**src/rtl/seq_shift_reg.sv**
```systemverilog
// WIDTH-bit register with parallel load and a multi-cycle serial shifter (start/busy/done).
// Define SEQ_SHIFT_ROTATE_EN to make mode 11 rotate right; otherwise mode 11 acts as SRL.
module seq_shift_reg #(
  parameter int WIDTH   = 16,
  parameter int SHAMT_W = 4
) (
  input  logic               clk,
  input  logic               rst,
  input  logic               En,
  input  logic               ld,
  input  logic               start,
  input  logic [1:0]         mode,
  input  logic [SHAMT_W-1:0] shamt,
  input  logic [WIDTH-1:0]   in,
  output logic [WIDTH-1:0]   out,
  output logic               busy,
  output logic               done
);

  typedef enum logic [1:0] {
    IDLE  = 2'b00,
    SHIFT = 2'b01,
    DONE  = 2'b10
  } state_t;

  state_t             state, nxt_state;
  logic [SHAMT_W-1:0] cnt, nxt_cnt;
  logic [1:0]         mode_q, nxt_mode;
  logic [WIDTH-1:0]   nxt_out, shifted;

  // One-bit step of the current value according to the mode latched at start.
  always_comb begin
    shifted = {1'b0, out[WIDTH-1:1]};
    case (mode_q)
      2'b00:   shifted = {out[WIDTH-2:0], 1'b0};
      2'b01:   shifted = {1'b0, out[WIDTH-1:1]};
      2'b10:   shifted = {out[WIDTH-1], out[WIDTH-1:1]};
`ifdef SEQ_SHIFT_ROTATE_EN
      2'b11:   shifted = {out[0], out[WIDTH-1:1]};
`else
      2'b11:   shifted = {1'b0, out[WIDTH-1:1]};
`endif
      default: shifted = {1'b0, out[WIDTH-1:1]};
    endcase
  end

  always_comb begin
    nxt_state = state;
    nxt_out   = out;
    nxt_cnt   = cnt;
    nxt_mode  = mode_q;
    case (state)
      IDLE: begin
        if (start) begin
          nxt_out   = in;
          nxt_cnt   = shamt;
          nxt_mode  = mode;
          nxt_state = (shamt != '0) ? SHIFT : DONE;
        end else if (ld) begin
          nxt_out = in;
        end
      end
      SHIFT: begin
        nxt_out = shifted;
        nxt_cnt = cnt - SHAMT_W'(1);
        if (cnt == SHAMT_W'(1)) nxt_state = DONE;
      end
      DONE:    nxt_state = IDLE;
      default: nxt_state = IDLE;
    endcase
  end

  // En gates every state element, so a pending done pulse survives a stall.
  always_ff @(posedge clk or posedge rst) begin
    if (rst) begin
      state  <= IDLE;
      out    <= '0;
      cnt    <= '0;
      mode_q <= 2'b00;
    end else if (En) begin
      state  <= nxt_state;
      out    <= nxt_out;
      cnt    <= nxt_cnt;
      mode_q <= nxt_mode;
    end
  end

  assign busy = (state == SHIFT);
  assign done = (state == DONE);

endmodule

```
**config.mk**
```make
export PLATFORM = sky130hd
export DESIGN_NAME = seq_shift_reg
export DESIGN_NICKNAME = d
export VERILOG_FILES = /design/src/rtl/seq_shift_reg.sv
export SDC_FILE = /design/constraint.sdc
export NUM_CORES = 1
export LEC_CHECK = 0
export ABC_AREA = 1
export BUFFER_PORTS_ARGS = -buffer_cell sky130_fd_sc_hd__buf_2
export CAP_MARGIN = 40
export CORE_MARGIN = 3
export CORE_UTILIZATION = 45
export CTS_CLUSTER_DIAMETER = 120
export CTS_CLUSTER_SIZE = 10
export DETAILED_ROUTE_END_ITERATION = 8
export PLACE_DENSITY = 0.76
export SYNTH_ARGS = -nofsm -noshare
export SYNTH_HDL_FRONTEND = slang
export SYNTH_SLANG_ARGS = --single-unit
export TNS_END_PERCENT = 20
```
**constraint.sdc**
```tcl
create_clock -name clk -period 2.2 [get_ports clk]
set_input_delay 0.22 -clock clk [delete_from_list [all_inputs] [get_ports clk]]
set_output_delay 0.22 -clock clk [all_outputs]
set_load 0.05 [all_outputs]
```
==> qor.txt <==
=================================================================================
Result of the run .................................................. finished clean
Post-Route Hold Slack ..............................................    0.1501 ns
Compound-Gate Fraction of Synth Area ...............................       0.1313
Adder and majority cell fraction of the synthesized area ...........      0.01582
Power consumption ..................................................     2.900 mW
Half-perimeter wire length after detailed placement ................     2.680 mm
Global-route wire length before repair .............................     6.354 mm
Worst Setup Slack, final ...........................................    0.6446 ns
Area of the die ....................................................     4262 µm²
Chip height ........................................................     65.29 µm
Average cell area after synthesis ..................................    6.403 µm²
Critical path peak fanout ..........................................            7
Reported net switching power .......................................     1.655 mW
Standard cell core area ............................................     3203 µm²
Via count ..........................................................        1,613
Antenna violations before repair ...................................            0
Count of filler cells inserted in the layout .......................          333
Hold WC Path Type ..................................................    in -> reg
Global routing met1 resource utilization ...........................       0.2732
Diodes inserted ....................................................            0
Leading cell types by total area after synthesis ................... dfrtp_1, nand2_1, a21oi_1
Critical Path Sink Type ............................................   output pin
Crit-path slowest cell .............................................      dfrtp_1
Placement-stage worst setup slack ..................................    0.7343 ns
Global placer's final weighted congestion ..........................       0.8443
Sequence of cells on the critical path ............................. inv_2, nor2_4, buf_2
Total of buffers placed on input and output ports ..................           44
Number of vias per cell ............................................        4.801
Final count of hold timing violations ..............................            0
Ys Warns ...........................................................            0
Max H-tree Level ...................................................            1
Worst rel slew slack ...............................................       0.6729
Setup repair bufs after CTS ........................................            0
Clk root buf .......................................................     clkbuf_4
Busiest layer in global routing ....................................         met2
DR iter-0 viols ....................................................          115
Largest family of logic cells by synthesized area .................. simple AND/OR/NAND/NOR gates
Delay of the slowest critical-path stage ...........................      0.50 ns
Synth Area in Simple Gates .........................................       0.3378
Combinational fraction of design power .............................        0.625
Cells after Synth ..................................................          247
Die extent in x ....................................................     65.29 µm
Multiplexer share of the synthesized area ..........................            0
Number of global-route vias before repair ..........................        1,426
Cells resized by post-CTS repair ...................................            0
Power share of the clock group .....................................        0.080
Proportion of netlist area held by the largest area contributor ....       0.3797
Total routing usage reported by global routing .....................       0.1841
Maximum number of pins on one net before global-route repair .......           31
Layout area overhead ...............................................       19.15%
Worst EP arrival ...................................................      1.34 ns
Number of synthesized register bits ................................           24
Setup violation total in the final timing report ...................            0
Finished Layout Cells ..............................................          336
Final Max Slew Viols ...............................................            0
Part of the Yosys area used for sequential elements ................       0.3797
Synth unique cells .................................................           19
Total internal power ...............................................     1.245 mW
Clock insertion delay at the later pin of the skew report ..........      0.31 ns
Number of top-level pins ...........................................           45
Clock tree from TritonCTS ..........................................          yes
Power Density ......................................................  1539 nW/µm²
Minimum period implied by the final worst setup slack ..............     1.555 ns
Worst Path Class, Setup ............................................   reg -> out
Setup Skew .........................................................  0.008522 ns
Maximum achievable frequency .......................................   0.6429 GHz
Startpoint Class ...................................................         flop
Total number of placement rows .....................................           20
Leak Pwr ...........................................................     1.078 nW
Buffers from clock root to sink, at most ...........................            2
Sum of negative setup slack ........................................         0 ns
Post-Place Cells ...................................................          331
Total wire length ..................................................     3.700 mm
Max-cap viol count .................................................            0
Area of the mapped netlist .........................................     1582 µm²
Slew at the pin with the worst max-slew slack ......................    0.4895 ns
Required time at the worst-slack endpoint ..........................      1.98 ns
Peak ir drop on the vdd network ....................................  0.0007565 V
Antenna Violating Nets Remaining ...................................            0
Post-route cell area ...............................................     1884 µm²
TritonCTS Buffers ..................................................            3
Cell taking the most area after synthesis ..........................      dfrtp_1
Post-DP Area .......................................................     1838 µm²
Nets ...............................................................          322
Clk slew on worst S/H paths ........................................      0.12 ns
Number of hold buffers added after cts .............................            1
Sw Share ...........................................................       0.5707
Post-route clock period utilization ................................       0.7070
Setup repair after global routing missed its margin ................           no
WL/cell ............................................................     11.01 µm
Sequential fraction of design power ................................        0.296
DRC violation count after routing ..................................            0
Number of optimization iterations in the first detailed-route pass .            4
Post-synthesis xor/xnor area fraction ..............................            0
Effective utilization at floorplan .................................       0.4938
Share of post-route cells with drive strength above 1 ..............       0.2055
Sink count of the clock tree .......................................           24
Met3 GRT Util ......................................................      0.03077
Finished Core Util .................................................       0.5883
Synthesized net count ..............................................          276
Met2 demand-to-capacity share in global routing ....................       0.2882
Residual overflow from global routing ..............................            0
=================================================================================
[worst paths after layout]
kind	start	to	slack (ns)	cells after the start
max in group asynchronous	rst	out[2]	1.48	4
max reg2reg	state[0]	out[6]	0.71	5
max	state[0]	busy	0.64	3
min reg2reg	out[0]	out[0]	0.55	2
min	mode[0]	mode_q[0]	0.15	3
min in group asynchronous	rst	cnt[3]	0.48	4
[cells in the mapped netlist (all sizes together)]
cell type / number
dfrtp: 24
inv: 44
nand2: 61
buf: 6
ha: 2
o211ai: 1
o21ai: 7
clkbuf: 2
nor2: 44
a21oi: 33
nand3: 23
[layout by cell type (no fill, tap or decap), drive strengths merged]
| cell | Yosys | routed |
|---|---|---|
| o21ai | 7 | 7 |
| nor2 | 44 | 44 |
| nand2 | 61 | 61 |
| nand3 | 23 | 23 |
| dfrtp | 24 | 24 |
| buf | 6 | 48 |
| clkbuf | 2 | 4 |
| a21oi | 33 | 33 |
| o211ai | 1 | 1 |
| dlygate4sd3 | 0 | 1 |
| ha | 2 | 2 |
| inv | 44 | 44 |
[power groups by stage]
stage / Clock, mW / Combinational, mW / Sequential, mW
2_1_floorplan: 0 / 0.945 / 1.33
3_3_place_gp: 0 / 1.79 / 0.856
3_5_place_dp: 0 / 1.81 / 0.862
4_1_cts: 0.242 / 1.82 / 0.852
5_1_grt: 0.261 / 2.02 / 0.891
6_report: 0.231 / 1.81 / 0.857
[worst max-delay path, delay by kind of cell, from the launching register on]
family	cells	cell delay, ns
AND/OR/NAND/NOR	1	0.16
buffers and inverters	2	0.37
flip-flops	1	0.50
[flip-flops by register name, indices dropped and copies added (netlist names)]
register  flops
mode_q        2
state         2
out          16
cnt           4
[area by class of cell]
cell class,instances,area (µm²),share of cell area
clock buffers,4,36.28,0.01926
well taps,44,55.05,0.02922
inverters,44,165.2,0.08765
multi-input cells,171,767.0,0.4070
flip-flops and latches,24,600.6,0.3187
repair buffers,49,260.3,0.1381
[layer usage]
layer / wire, µm / share of wire
met5: 0 / 0
met4: 17 / 0.0046
met3: 239 / 0.065
met2: 1670 / 0.45
met1: 1773 / 0.48
[kinds of logic after synthesis]
| logic type | count (synthesis) |
|---|---|
| DFF | 24 |
| AOI/OAI and AO/OA | 41 |
| buffers and inverters | 52 |
| adders and majority gates | 2 |
| and+or+nand+nor | 128 |
No activity file was read; power rests on OpenSTA's default activity.
